<file path="src/rtl/pdm_pkg.sv">
// pdm_pkg: channel-mode constants, sequencer states and channel-count helper for the PDM front end
package pdm_pkg;

    localparam logic [1:0] PDM_MODE_1CH     = 2'b00;
    localparam logic [1:0] PDM_MODE_2CH_RF  = 2'b01;
    localparam logic [1:0] PDM_MODE_2CH_SEP = 2'b10;
    localparam logic [1:0] PDM_MODE_4CH     = 2'b11;

    typedef enum logic [2:0] {
        ST_IDLE,
        ST_LOAD,
        ST_DISCARD,
        ST_RUN,
        ST_DRAIN
    } pdm_ctrl_state_e;

    function automatic logic [1:0] last_ch(input logic [1:0] mode);
        return (mode == PDM_MODE_2CH_RF || mode == PDM_MODE_2CH_SEP) ? 2'd1 :
               (mode == PDM_MODE_4CH) ? 2'd3 : 2'd0;
    endfunction

endpackage

</file>
<file path="src/rtl/pdm_pack.sv">
// pdm_pack: pairs consecutive PCM samples into one word, holds it for the DMA and flags lost words
module pdm_pack
    import pdm_pkg::*;
#(
    parameter int PCM_W = 16
) (
    input  logic               clk_i,
    input  logic               rst_i,
    input  logic               clr_i,
    input  logic               sample_i,
    input  logic               ovf_clr_i,
    input  logic [1:0]         ch_i,
    input  logic [PCM_W-1:0]   pcm_i,
    input  logic               ready_i,
    output logic [2*PCM_W-1:0] data_o,
    output logic [1:0]         data_ch_o,
    output logic               valid_o,
    output logic               overflow_o
);

    logic               phase_q, phase_d;
    logic [PCM_W-1:0]   low_q, low_d;
    logic [1:0]         tag_q, tag_d;
    logic [2*PCM_W-1:0] data_q, data_d;
    logic [1:0]         ch_q, ch_d;
    logic               valid_q, valid_d;
    logic               ovf_q, ovf_d;
    logic               load, take;

    assign load = sample_i && phase_q && !clr_i;
    // a completed word is only accepted when the output slot is empty or draining this cycle
    assign take = load && (!valid_q || ready_i);

    always_comb begin
        phase_d = clr_i ? 1'b0 : sample_i ? ~phase_q : phase_q;
        low_d   = clr_i ? '0 : (sample_i && !phase_q) ? pcm_i : low_q;
        tag_d   = clr_i ? 2'd0 : (sample_i && !phase_q) ? ch_i : tag_q;
        data_d  = take ? {pcm_i, low_q} : data_q;
        ch_d    = take ? tag_q : ch_q;
        valid_d = take || (valid_q && !ready_i);
        ovf_d   = ovf_clr_i ? 1'b0 : (ovf_q || (load && valid_q && !ready_i));
    end

    always_ff @(posedge clk_i) begin
        if (rst_i) begin
            phase_q <= 1'b0;
            low_q   <= '0;
            tag_q   <= 2'd0;
            data_q  <= '0;
            ch_q    <= 2'd0;
            valid_q <= 1'b0;
            ovf_q   <= 1'b0;
        end else begin
            phase_q <= phase_d;
            low_q   <= low_d;
            tag_q   <= tag_d;
            data_q  <= data_d;
            ch_q    <= ch_d;
            valid_q <= valid_d;
            ovf_q   <= ovf_d;
        end
    end

    assign data_o     = data_q;
    assign data_ch_o  = ch_q;
    assign valid_o    = valid_q;
    assign overflow_o = ovf_q;

endmodule

</file>
<file path="src/rtl/pdm_ctrl.sv">
// pdm_ctrl: run-control sequencer for the PDM front end with warm-up frame discard and PCM word packing
module pdm_ctrl
    import pdm_pkg::*;
#(
    parameter int PCM_W     = 16,
    parameter int DISCARD_W = 4
) (
    input  logic                 clk_i,
    input  logic                 rst_i,
    input  logic                 cfg_start_i,
    input  logic                 cfg_stop_i,
    input  logic [1:0]           cfg_ch_mode_i,
    input  logic [9:0]           cfg_decimation_i,
    input  logic [2:0]           cfg_shift_i,
    input  logic [DISCARD_W-1:0] cfg_discard_i,
    output logic                 pdm_en_o,
    output logic                 pdm_update_o,
    output logic [1:0]           pdm_ch_mode_o,
    output logic [9:0]           pdm_decimation_o,
    output logic [2:0]           pdm_shift_o,
    input  logic [PCM_W-1:0]     pcm_data_i,
    input  logic                 pcm_valid_i,
    output logic [2*PCM_W-1:0]   data_o,
    output logic [1:0]           data_ch_o,
    output logic                 data_valid_o,
    input  logic                 data_ready_i,
    output logic                 busy_o,
    output logic                 overflow_o
);

    pdm_ctrl_state_e      state_q;
    logic [1:0]           mode_q;
    logic [9:0]           dec_q;
    logic [2:0]           shift_q;
    logic [DISCARD_W-1:0] disc_q;
    logic [DISCARD_W-1:0] frame_q;
    logic [1:0]           ch_q;
    logic                 en_q;
    logic                 upd_q;
    logic                 wrap;
    logic                 go;

    assign wrap = ch_q == last_ch(mode_q);
    assign go   = state_q == ST_IDLE && cfg_start_i && !cfg_stop_i;

    always_ff @(posedge clk_i) begin
        if (rst_i) begin
            state_q <= ST_IDLE;
            mode_q  <= 2'd0;
            dec_q   <= 10'd0;
            shift_q <= 3'd0;
            disc_q  <= '0;
            frame_q <= '0;
            ch_q    <= 2'd0;
            en_q    <= 1'b0;
            upd_q   <= 1'b0;
        end else begin
            upd_q <= 1'b0;
            case (state_q)
                ST_IDLE: if (go) begin
                    mode_q  <= cfg_ch_mode_i;
                    dec_q   <= cfg_decimation_i;
                    shift_q <= cfg_shift_i;
                    disc_q  <= cfg_discard_i;
                    en_q    <= 1'b1;
                    upd_q   <= 1'b1;
                    state_q <= ST_LOAD;
                end
                ST_LOAD: begin
                    ch_q    <= 2'd0;
                    frame_q <= '0;
                    en_q    <= !cfg_stop_i;
                    state_q <= cfg_stop_i ? ST_IDLE : (disc_q == '0) ? ST_RUN : ST_DISCARD;
                end
                ST_DISCARD: if (cfg_stop_i) begin
                    en_q    <= 1'b0;
                    state_q <= ST_IDLE;
                end else if (pcm_valid_i) begin
                    ch_q <= wrap ? 2'd0 : ch_q + 2'd1;
                    if (wrap) begin
                        frame_q <= DISCARD_W'(frame_q + 1'b1);
                        if (DISCARD_W'(frame_q + 1'b1) == disc_q) state_q <= ST_RUN;
                    end
                end
                ST_RUN: if (cfg_stop_i) begin
                    en_q    <= 1'b0;
                    state_q <= ST_DRAIN;
                end else if (pcm_valid_i) begin
                    ch_q <= wrap ? 2'd0 : ch_q + 2'd1;
                end
                ST_DRAIN: if (!data_valid_o) state_q <= ST_IDLE;
                default: state_q <= ST_IDLE;
            endcase
        end
    end

    pdm_pack #(.PCM_W(PCM_W)) u_pack (
        .clk_i      (clk_i),
        .rst_i      (rst_i),
        .clr_i      (state_q == ST_LOAD),
        .sample_i   (state_q == ST_RUN && pcm_valid_i && !cfg_stop_i),
        .ovf_clr_i  (go),
        .ch_i       (ch_q),
        .pcm_i      (pcm_data_i),
        .ready_i    (data_ready_i),
        .data_o     (data_o),
        .data_ch_o  (data_ch_o),
        .valid_o    (data_valid_o),
        .overflow_o (overflow_o)
    );

    assign pdm_en_o         = en_q;
    assign pdm_update_o     = upd_q;
    assign pdm_ch_mode_o    = mode_q;
    assign pdm_decimation_o = dec_q;
    assign pdm_shift_o      = shift_q;
    assign busy_o           = state_q != ST_IDLE;

endmodule

</file>
<file path="config.mk">
export PLATFORM = sky130hd
export DESIGN_NAME = pdm_ctrl
export DESIGN_NICKNAME = d
export VERILOG_FILES = /design/src/rtl/pdm_pkg.sv /design/src/rtl/pdm_pack.sv /design/src/rtl/pdm_ctrl.sv
export SDC_FILE = /design/constraint.sdc
export NUM_CORES = 1
export LEC_CHECK = 0
export CAP_MARGIN = 20
export CORE_ASPECT_RATIO = 1.4
export CORE_MARGIN = 2
export CORE_UTILIZATION = 51
export DETAILED_ROUTE_END_ITERATION = 10
export PLACE_DENSITY = 0.85
export SETUP_SLACK_MARGIN = 0.4
export SYNTH_ARGS = -nofsm -noshare
export SYNTH_HDL_FRONTEND = slang
export SYNTH_SLANG_ARGS = --single-unit
export TNS_END_PERCENT = 30
</file>
<file path="constraint.sdc">
create_clock -name clk_i -period 3.2 [get_ports clk_i]
set_input_delay 0.32 -clock clk_i [delete_from_list [all_inputs] [get_ports clk_i]]
set_output_delay 0.32 -clock clk_i [all_outputs]
set_load 0.02 [all_outputs]
</file>
# After elaboration in Yosys (flattened, before gate mapping)

Index checks and enable logic that the tools add are counted.

Bits of input ports: 41
Logic and storage cells: 100
Flip-flop bits (word level): 85

Bitwise logic cells: 2
Multiplexer cells: 24
Add/subtract/negate cells: 2
Eq/ne operators: 21
Reduce and logical (&&, ||, !) cells: 35

Operators with widths:

| cell                | count |
|---|---|
| $mux 3              | 7 |
| $pmux 3 s5          | 1 |
| $mux 2              | 6 |
| $mux 4              | 3 |
| $ne 2x2->1 const B  | 6 |
| $logic_and 1x1->1   | 11 |
| $ne 3x3->1 const B  | 3 |
| $pmux 4 s2          | 1 |
| $reduce_or 2->1     | 4 |
| $eq 3x2->1 const B  | 2 |
| $ne 2x1->1 const B  | 3 |
| $reduce_and 3->1    | 2 |
| $reduce_and 6->1    | 1 |
| $reduce_bool 3->1   | 2 |
| $logic_not 1->1     | 5 |
| $add 4x1->4 const B | 1 |
| $eq 2x2->1 const B  | 2 |
| $eq 4x4->1          | 1 |
| $logic_not 4->1     | 1 |
| $logic_or 1x1->1    | 4 |
| $mux 1              | 4 |
| $pmux 2 s2          | 1 |
| $reduce_and 4->1    | 1 |
| $reduce_bool 2->1   | 2 |
| 9 further kinds     | 10 |

# Logic depth before layout (Yosys ltp)

Gate-level depths: netlist of the first run.

Depth after elaboration: 8
Gate-level depth with buffers: 7
Gate-level depth less buffers: 5

# By module

From an unflattened synthesis of the first run, not the netlist that was laid out.

Cell total of the unflattened synthesis: 411
Area, all modules: 3736.1 µm²

Modules (own cells, without submodules):

| module   | cells each | seq. area each (µm²) | instances | area each (µm²) |
|---|---|---|---|---|
| pdm_pack | 240        | 1101.1               | 1         | 2348.5 |
| pdm_ctrl | 171        | 600.6                | 1         | 1387.6 |

# Least setup slack after synthesis of the first run

No wires, ideal clock.

Path type: input -> register
Start point: input port cfg_stop_i
End point: register u_pack.low_q[10]
Path slack: 1533 ps
Arrival: 1534 ps
Required time: 3066 ps
Library setup time: 134 ps
Cell stages on the path: 7
Cells stage by stage: or3b_1 -> buf_6 -> or3_1 -> buf_6 -> buf_6 -> nand2_1 -> a21oi_1

Word-level cells in the longest chain between the ends: 3

Ends and longest elaborated chain:

| element              | line            | RTL |
|---|---|---|
| from (decl)          | pdm_ctrl.sv:11  | `input logic cfg_stop_i,` |
| $logic_not 1->1      | pdm_ctrl.sv:101 | `.sample_i (state_q == ST_RUN && pcm_valid_i && !cfg_stop_i),` |
| $logic_and 1x1->1    | pdm_ctrl.sv:101 |  |
| $logic_and 1x1->1    | pdm_pack.sv:36  | `low_d = clr_i ? '0 : (sample_i && !phase_q) ? pcm_i : low_q;` |
| to (signal assigned) | pdm_pack.sv:55  | `low_q <= low_d;` |
| to (decl)            | pdm_pack.sv:22  | `logic [PCM_W-1:0] low_q, low_d;` |

No other way between the ends.
A chain may end at the register's enable or synchronous reset.

# Worst setup path in the final report of the first run

Start point: register state_q[1]
End point: output port busy_o

Word-level cells in the longest chain between the ends: 1

Ends and longest elaborated chain:

| element                | line            | RTL |
|---|---|---|
| from (decl)            | pdm_ctrl.sv:31  | `pdm_ctrl_state_e state_q;` |
| from (signal assigned) | pdm_ctrl.sv:73  | `state_q <= cfg_stop_i ? ST_IDLE : (disc_q == '0) ? ST_RUN : ST_DISCARD;` |
| $reduce_bool 3->1      | pdm_ctrl.sv:117 | `assign busy_o = state_q != ST_IDLE;` |
| to (decl)              | pdm_ctrl.sv:27  | `output logic busy_o,` |

No other way between the ends.

==> results_dict.tcl, run 1 <==
set metrics [dict create \
    cp_max_fo 16 \
    drtIter0Drc 158 \
    required_ns 2.88 \
    period_minus_slack_ns 2.27 \
    ir_drop_mv 0.289 \
    crit_path_end_kind "output pin" \
    cts_tree "yes" \
    finalSetupViolCount 0 \
    regToRegSetupSlack_ns 1.06 \
    min_to "ch_q[1]$_SDFFE_PP0P_" \
    placedCellCount 518 \
    slew_headroom_pct 43.3 \
    grt-ovfl-total 0 \
    diodes 0 \
    synth_flop_cell "dfxtp_1" \
    grt_pass1_vias 2848 \
    drcViolationCount 0 \
    syn_nets 415 \
    reg2reg_from "state_q[2]$_SDFFE_PP0P_" \
    dp_hpwl_um 5280 \
    num-nets-final 499 \
    start_util_pct 53.1 \
    p_per_area_mw_per_mm2 469 \
    cts.reportedPaths.clkPinSlew_ns 0.08 \
    reg2reg_depth 4 \
    via_per_inst 5.32 \
    async_flop_share_pct 0 \
    n_fill_cell 509 \
    cts_max_level 3 \
    synth-seq-area-share_pct 50.9 \
    tightest_slew_ns 0.850 \
    finalClockSkew_ns 0.0111 \
    power.leakage_uw 0.00150 \
    ys_types 43 \
    final_antenna_net_count 0 \
    worstSetupPathType "flip-flop to output pin" \
    cap_violations 0 \
    arrival_ns 1.95 \
    clock-root-buffer "clkbuf_8" \
    vias 2843 \
    antenna_found_initial 0 \
    yosysTopAreaCell "dfxtp_1" \
    cts_hold_buf 0 \
    drt-total-wl_um 7780 \
    max_freq_mhz 440 \
    grt_max_degree 63 \
    synth_area_leaders "dfxtp_1 51%, mux2i_1 10%, nand2_1 9.0%, a21oi_1 6.6%, nor2_1 4.6%" \
    cts_resized 0 \
    ys_warn_count 0 \
    hold_start "rst_i" \
    tns_ns 0 \
    synth_cells 373 \
    io_pins 95 \
    min_path_cells 2 \
    grt_pass1_wl_um 13000 \
    synth_top_cells_by_count "85 x dfxtp_1, 80 x nand2_1, 44 x a21oi_1" \
    drv_slew 0 \
    fp.coreArea_mm2 0.00630 \
    drive_gt1_share_pct 4.98 \
    area_growth_pct 33.5 \
    yosys.area.top_type_share_pct 50.9 \
    yosysMostFrequentCell "dfxtp_1" \
    r2r-end "u_pack.low_q[10]$_SDFFE_PP0P_" \
    routedWlPerCell_um 14.6 \
    rows 34 \
    fin_cells 534 \
    hold_viol 0 \
    insertion_delay_ns 0.36 \
    cts_sinks 85 \
    ys_ff_latch 85 \
    cts_setup_buffers 0 \
    status "complete, no violations" \
    chipWidth_um 72.5 \
    syn_avg_cell_area_um2 8.97 \
    min_path_type "primary input to flip-flop" \
    placed_area_mm2 0.00424 \
    cts_buffers 9 \
    die-area_mm2 0.00723 \
    port_buffers 94 \
    die_h_um 99.8 \
    drtPass1Iterations 5 \
    grt_setup_unrepaired "no" \
    synth_edf_count 0 \
    startpoint_type "flip-flop" \
    stdcell_area_mm2 0.00447 \
    finalCritPeriodShare_pct 71.0 \
    place.gp.congestion 0.791 \
    syn_area_mm2 0.00335 \
    clk_path_buf_depth 2 \
    grt_usage_pct 22.5 \
]
-- logic make-up after synthesis --
kind of cell	synth area share, %
and+or+nand+nor	20.2
buffers and inverters	5.72
muxes	10.5
DFF	50.9
xor gates and xnor gates	1.83
AOI/OAI and AO/OA	10.5
adders and majority gates	0.374
-- per-layer routing --
| metal | global-route usage [%] | wire (um) | up-vias | part of all wire [%] |
|---|---|---|---|---|
| met5 | 0 | 0 | - | 0 |
| met4 | 8.12 | 108 | 0 | 1.4 |
| met3 | 6.53 | 469 | 12 | 6.0 |
| met2 | 39.7 | 4110 | 94 | 53 |
| met1 | 25.5 | 3100 | 1321 | 40 |
| li1 | - | - | 1416 | - |
-- stage by stage --
stage | utilization (%) | total power [uW] | worst slack, ns | hold slack, ns
after CTS | 70.9 | 2120 | 0.942 | 0.175
after detailed placement | 67.3 | 1270 | 0.717 | 0.447
after global placement | 67.3 | 1270 | 0.796 | 0.441
after floorplan | - | 1180 | 1.53 | 0.436
final | 70.9 | 2090 | 0.926 | 0.203
after global routing | 70.9 | 2170 | 0.802 | 0.181
-- where the power goes --
part | internal (uW) | switching (uW)
Combinational | 81.5 | 83.1
Clock | 449 | 398
Sequential | 1070 | 10.9
Total | 1600 | 492
-- sequential cells by signal, summed over array words and instances (netlist names), 2 cells and up --
name              flops
u_pack.data_o        32
state_q               3
u_pack.data_ch_o      2
u_pack.low_q         16
pdm_shift_o           3
disc_q                4
ch_q                  2
pdm_decimation_o     10
frame_q               4
pdm_ch_mode_o         2
u_pack.tag_q          2
-- worst max-delay path by stage --
stage	start	end	slack (ns)	cells after the start
global placement	pcm_valid_i	u_pack.low_q[7]$_SDFFE_PP0P_	0.80	5
global route	state_q[1]$_SDFFE_PP0P_	busy_o	0.80	3
detailed placement	pcm_valid_i	u_pack.low_q[1]$_SDFFE_PP0P_	0.72	5
finish	state_q[1]$_SDFFE_PP0P_	busy_o	0.93	3
CTS	state_q[1]$_SDFFE_PP0P_	busy_o	0.94	3
floorplan	cfg_stop_i	u_pack.low_q[10]$_SDFFE_PP0P_	1.53	7
-- placed cells by master, fill, tap and decap left out, types with 4 or more instances in the layout --
master and instances:
o21ai_0 5, inv_1 6, nor2_1 41, mux2i_1 35, a21oi_1 44, nand2_1 80, dfxtp_1 85, nor2b_1 4
nand3_1 4, xnor2_1 6, nor3_1 4, clkdlybuf4s50_1 93, clkbuf_8 9
-- critical path, cell delays in order, from the launching register on --
cell             delay (ns)
dfxtp_1                0.64
nor2_1                 0.24
nand2_1                0.12
clkdlybuf4s50_1        0.61
-- final cells by class --
cell class                      instances  area, um2  area share, %
Multi-Input combinational cell        259       1460           32.7
Tap cell                               72       90.1           2.02
Clock inverter                          7        103           2.30
Inverter                                6       22.5          0.504
Clock buffer                            9        124           2.77
Sequential cell                        85       1700           38.1
Timing Repair Buffer                   96        963           21.6
No activity file was read; power rests on OpenSTA's default activity.
==> inputs of run 2 (changes only) <==
--- a/config.mk
+++ b/config.mk
@@ -8,9 +8,9 @@
 export CAP_MARGIN = 20
 export CORE_ASPECT_RATIO = 1.4
 export CORE_MARGIN = 2
-export CORE_UTILIZATION = 51
+export CORE_UTILIZATION = 43
 export DETAILED_ROUTE_END_ITERATION = 10
-export PLACE_DENSITY = 0.85
+export PLACE_DENSITY = 0.76
 export SETUP_SLACK_MARGIN = 0.4
 export SYNTH_ARGS = -nofsm -noshare
 export SYNTH_HDL_FRONTEND = slang
==> constraint.sdc (replaced) <==
create_clock -name clk_i -period 1.9 [get_ports clk_i]
set_input_delay 0.19 -clock clk_i [delete_from_list [all_inputs] [get_ports clk_i]]
set_output_delay 0.19 -clock clk_i [all_outputs]
set_load 0.02 [all_outputs]
==> run 2 against run 1 <==
  * Clock skew grew 0.0020 ns
  * First-iteration DRC count shrank 3.8%
  * Setup slack lost 0.68 ns
  * Core utilization is 8.4 points lower
  * Via count increased by 3.0%
  * Power grew 58%
  * Routed wire length is 6.4% higher
  * Non-clock buffer count is 23 higher
  * Global-route usage is 3.6 points lower
  * Combinational power grew 82%
  * Cell count increased by 9.6%
  * Hold slack worse by 0.046 ns
  * Critical path type is now flip-flop to flip-flop
  * Highest routed layer unchanged
==> results_dict.tcl, run 2 (synthesized netlist as in run 1, its figures left out) <==
set metrics [dict create \
    diodes 0 \
    whs_ns 0.156 \
    vias 2927 \
    p_per_area_mw_per_mm2 690 \
    drcViolationCount 0 \
    grt_max_degree 54 \
    worst_slack_ns 0.249 \
    final_antenna_net_count 0 \
    period_minus_slack_ns 1.65 \
    power.leakage_uw 0.00165 \
    tightest_slew_ns 0.558 \
    drive_gt1_share_pct 11.8 \
    startpoint_type "flip-flop" \
    max_freq_mhz 606 \
    endpoint "u_pack.data_o[23]$_SDFFE_PP0P_" \
    cts_hold_buf 0 \
    p_int_uw 2450 \
    finalClockSkew_ns 0.0131 \
    fp.coreArea_mm2 0.00765 \
    cp_max_fo 8 \
    grt_usage_pct 18.9 \
    slew_headroom_pct 62.8 \
    drv_slew 0 \
    rows 38 \
    min_path_type "primary input to flip-flop" \
    finalCritPeriodShare_pct 86.9 \
    largest_register_ffs 32 \
    startpoint "state_q[2]$_SDFFE_PP0P_" \
    required_ns 2.12 \
    area_growth_pct 43.0 \
    cap_violations 0 \
    r2r-end "u_pack.data_o[23]$_SDFFE_PP0P_" \
    cts.reportedPaths.clkPinSlew_ns 0.09 \
    swShare_pct 25.8 \
    power_frac_comb_pct 9.1 \
    p_switching_uw 852 \
    die-area_mm2 0.00851 \
    drtIter0Drc 152 \
    routedWlPerCell_um 14.2 \
    regToRegSetupSlack_ns 0.25 \
    insertion_delay_ns 0.36 \
    grt_pass1_vias 2883 \
    port_buffers 94 \
    antenna_found_initial 0 \
    hold_viol 0 \
    start_util_pct 43.7 \
    place_ws_ns -0.173 \
    via_per_inst 5.00 \
    grt_pass1_wl_um 12900 \
    worstSetupPathType "flip-flop to flip-flop" \
    place.gp.congestion 0.775 \
    grt-ovfl-total 0 \
    reg2reg_from "state_q[2]$_SDFFE_PP0P_" \
    layout_commonest_cell "clkdlybuf4s50_1" \
    clock-root-buffer "clkbuf_8" \
    p_seq_share_pct 55.2 \
    dp_hpwl_um 5360 \
    power.share.clock_pct 35.7 \
    drtPass1Iterations 4 \
    cts_max_level 3 \
    reg2reg_depth 6 \
    clk_path_buf_depth 2 \
    die_h_um 108 \
    drt-total-wl_um 8280 \
    crit_path_end_kind "flip-flop" \
    ir_drop_mv 0.423 \
    final_cell_mix "90 x clkdlybuf4s50_1, 80 x nand2_1, 80 x dfxtp_1" \
    arrival_ns 1.87 \
    io_pins 95 \
    cts_buffers 9 \
    cts_sinks 85 \
    grt_setup_unrepaired "yes" \
    num-nets-final 522 \
    chipWidth_um 78.6 \
    n_fill_cell 655 \
    finalSetupViolCount 0 \
    status "complete, no violations" \
    cts_tree "yes" \
]
==> run 2: cell count changes in the layout (fill, tap and decap cells not counted), moves of 3 or more <==
cell / before / now
buf_4: 1 / 15
buf_6: 0 / 3
clkbuf_16: 0 / 4
clkdlybuf4s50_1: 93 / 90
dfxtp_1: 85 / 80
dfxtp_2: 0 / 5
==> run 2: worst min path at each step <==
stage | from | cells past startpoint | slack, ns | end
floorplan | pcm_data_i[0] | 2 | 0.33 | u_pack.low_q[0]$_SDFFE_PP0P_
global placement | pdm_decimation_o[6]$_SDFFE_PP0P_ | 2 | 0.44 | pdm_decimation_o[6]$_SDFFE_PP0P_
detailed placement | u_pack.low_q[2]$_SDFFE_PP0P_ | 2 | 0.45 | u_pack.low_q[2]$_SDFFE_PP0P_
CTS | rst_i | 2 | 0.16 | u_pack.data_ch_o[0]$_SDFFE_PP0P_
global route | rst_i | 2 | 0.17 | u_pack.data_ch_o[0]$_SDFFE_PP0P_
finish | rst_i | 2 | 0.16 | u_pack.data_o[10]$_SDFFE_PP0P_
==> run 2: area by class of cell <==
| type | count | area (um2) | share of cell area [%] |
|---|---|---|---|
| flip-flops and latches | 85 | 1710 | 35.7 |
| multi-input cells | 259 | 1500 | 31.3 |
| repair buffers | 119 | 1250 | 26.1 |
| well taps | 100 | 125 | 2.61 |
| clock buffers | 9 | 124 | 2.59 |
| clock inverters | 7 | 57.6 | 1.20 |
| inverters | 6 | 22.5 | 0.471 |
==> run 2: through the flow <==
step,TNS (ns),cells,area [um2],utilization (%),power [uW]
final,0,585,4790,62.5,3300
after global routing,0,585,4790,62.5,3430
after CTS,0,581,4660,60.9,3320
after detailed placement,-5.33,561,4400,57.5,2160
after global placement,-3.59,561,4400,57.5,2150
after floorplan,0,373,3350,-,1990
==> run 2: repair_timing <==
action,CTS,global route
pin swaps,2,4
gates cloned,1,4
setup buffers,3,0
endpoints found under the setup margin,87,123
gates resized for setup,12,7
==> run 2: layer usage <==
layer  wire (um)  GRT usage (%)  vias to the layer above
met1        3390           20.9                     1380
met2        4440           34.8                       75
li1            -              -                     1463
met3         361           4.84                        9
met5           0              0                        -
met4          89           6.14                        0
==> run 2: power by group through the flow <==
stage	clock network, uW	registers [uW]	logic (uW)
after floorplan	0	1880	104
after detailed placement	0	1860	295
after global routing	1280	1830	329
final	1180	1820	300
after global placement	0	1860	291
after CTS	1200	1820	302
==> run 2: critical path, cell delays in order (launching register included) <==
cell and delay, ns:
dfxtp_2 0.33, or3b_4 0.40, nor3b_4 0.22, buf_6 0.16, clkbuf_16 0.16, mux2i_1 0.20
nor2_1 0.06
==> inputs of run 3 (changes only) <==
--- a/config.mk
+++ b/config.mk
@@ -10,7 +10,7 @@
 export CORE_MARGIN = 2
 export CORE_UTILIZATION = 43
 export DETAILED_ROUTE_END_ITERATION = 10
-export PLACE_DENSITY = 0.76
+export PLACE_DENSITY_LB_ADDON = 0.12
 export SETUP_SLACK_MARGIN = 0.4
 export SYNTH_ARGS = -nofsm -noshare
 export SYNTH_HDL_FRONTEND = slang
==> run 3 against run 2 <==
  * Register-to-register slack gained 0.02 ns
  * Via count shrank 0.27%
  * Hold slack gained 0.13 ns
  * First-iteration DRC count shrank 13%
  * Cell area grew 1.2%
  * Global-route usage grew 0.091 points
  * Die area is the same
  * Critical endpoint is now u_pack.data_o[3]$_SDFFE_PP0P_
==> results_dict.tcl, run 3 (synthesized netlist as in run 1, its figures left out) <==
set metrics [dict create \
    routedWlPerCell_um 13.8 \
    max_freq_mhz 613 \
    period_minus_slack_ns 1.63 \
    reg2reg_depth 6 \
    min_path_cells 3 \
    status "complete, no violations" \
    tightest_slew_ns 0.366 \
    cp_num_cells 6 \
    via_per_inst 4.98 \
    n_fill_cell 678 \
    chipWidth_um 78.6 \
    finalSetupViolCount 0 \
    layout_commonest_cell "clkdlybuf4s50_1" \
    cts_buffers 9 \
    p_switching_uw 787 \
    finalClockSkew_ns 0.00647 \
    grt_setup_unrepaired "yes" \
    ir_drop_mv 0.464 \
    slew_headroom_pct 75.6 \
    p_int_uw 2600 \
    seq_area_mm2 0.00171 \
    swShare_pct 23.2 \
    drtIter0Drc 133 \
    final_antenna_net_count 0 \
    antenna_found_initial 0 \
    port_buffers 94 \
    startpoint_type "flip-flop" \
    cts_max_level 3 \
    num-nets-final 523 \
    grt_max_degree 33 \
    slowest_delay_ns 0.40 \
    grt_pass1_wl_um 12900 \
    critical-path-top-delay-family "simple AND/OR/NAND/NOR gates" \
    cts_hold_buf 0 \
    drt-total-wl_um 8060 \
    diodes 0 \
    die-area_mm2 0.00851 \
    crit_buf_inv 2 \
    dp_hpwl_um 5450 \
    path_cells "or3b_4, nor3b_4, buf_6, buf_6, mux2i_1, nor2_1" \
    power_frac_comb_pct 9.1 \
    clock-root-buffer "clkbuf_8" \
    grt_usage_pct 19.0 \
    fp.coreArea_mm2 0.00765 \
    io_pins 95 \
    cp_common_cell "buf_6" \
    rows 38 \
    place.gp.congestion 0.781 \
    insertion_delay_ns 0.35 \
    hold_viol 0 \
    cts.reportedPaths.clkPinSlew_ns 0.08 \
    required_ns 2.13 \
    clk_path_buf_depth 2 \
    placed_area_mm2 0.00442 \
    worstSetupPathType "flip-flop to flip-flop" \
    grt_pass1_vias 2847 \
    cts_tree "yes" \
    p_seq_share_pct 53.8 \
    power.share.clock_pct 37.2 \
    largest_register_ffs 32 \
    stdcell_area_mm2 0.00484 \
    drive_gt1_share_pct 14.6 \
    cap_violations 0 \
    grt-ovfl-total 0 \
    p_per_area_mw_per_mm2 700 \
    multiInputGateArea_mm2 0.00155 \
    drv_slew 0 \
    min_path_type "primary input to flip-flop" \
    power.leakage_uw 0.00166 \
    area_growth_pct 44.7 \
    crit_path_end_kind "flip-flop" \
    finalCritPeriodShare_pct 85.8 \
    p_total_uw 3390 \
    start_util_pct 43.7 \
    cp_max_fo 6 \
    die_h_um 108 \
    arrival_ns 1.86 \
    vias 2919 \
    final_cell_mix "91 x clkdlybuf4s50_1, 79 x nand2_1, 78 x dfxtp_1" \
    drtPass1Iterations 4 \
    cp_slowest_cell "or3b_4" \
    cts_sinks 85 \
    drcViolationCount 0 \
]
## run 3: cell count changes in the layout (fill, tap and decap cells not counted), sizes merged
cell,delta
clkbuf,+1
buf,+3
inv,-3
clkinvlp,-1
clkdlybuf4s50,+1
bufinv,+1
dlygate4sd2,-1
## run 3: per-stage QoR
| stage | util [%] | hold WS, ns | setup WS [ns] | TNS, ns | instances |
|---|---|---|---|---|---|
| CTS | 60.7 | 0.298 | 0.273 | 0 | 581 |
| global route | 63.2 | 0.315 | 0.202 | 0 | 586 |
| detailed placement | 57.7 | 0.448 | -0.132 | -3.79 | 563 |
| finish | 63.2 | 0.285 | 0.270 | 0 | 586 |
| floorplan | - | 0.326 | 0.299 | 0 | 373 |
| global placement | 57.7 | 0.442 | -0.0905 | -2.62 | 563 |
## run 3: area by class of cell
class	count	share of cell area, %
Multi-Input combinational cell	259	32.0
Sequential cell	85	35.4
Tap cell	100	2.58
Timing Repair Buffer	120	25.6
Clock buffer	12	3.00
Clock inverter	4	0.982
Inverter	6	0.465
## run 3: timing repair
item	CTS	global route
gates cloned	1	2
setup endpoints to repair	84	112
hold endpoints to repair	0	0
buffers inserted	1	3
pin swaps	0	5
resized for setup	9	35
## run 3: worst paths after layout
kind | start | endpoint | slack, ns
min reg2reg | pdm_decimation_o[3]$_SDFFE_PP0P_ | pdm_decimation_o[3]$_SDFFE_PP0P_ | 0.46
min | rst_i | frame_q[2]$_SDFFE_PP0P_ | 0.29
max | state_q[2]$_SDFFE_PP0P_ | u_pack.data_o[3]$_SDFFE_PP0P_ | 0.27
max reg2reg | state_q[2]$_SDFFE_PP0P_ | u_pack.data_o[3]$_SDFFE_PP0P_ | 0.27
## run 3: worst reg2reg max path, stage by stage, from the launching register on
cell and delay (ns):
dfxtp_2 0.33, or3b_4 0.40, nor3b_4 0.19, buf_6 0.16, buf_6 0.15, mux2i_1 0.22, nor2_1 0.07
## run 3: power groups by stage
stage          Clock, uW  Combinational [uW]  Sequential, uW
4_1_cts             1280                 300            1820
3_5_place_dp           0                 299            1860
6_report            1260                 307            1820
3_3_place_gp           0                 296            1860
2_1_floorplan          0                 104            1880
5_1_grt             1350                 335            1830
## run 3: routing by layer
layer	global-route usage, %	wire length (um)
met2	34.1	4280
met3	4.51	354
met1	20.9	3260
met5	0	0
met4	8.77	163
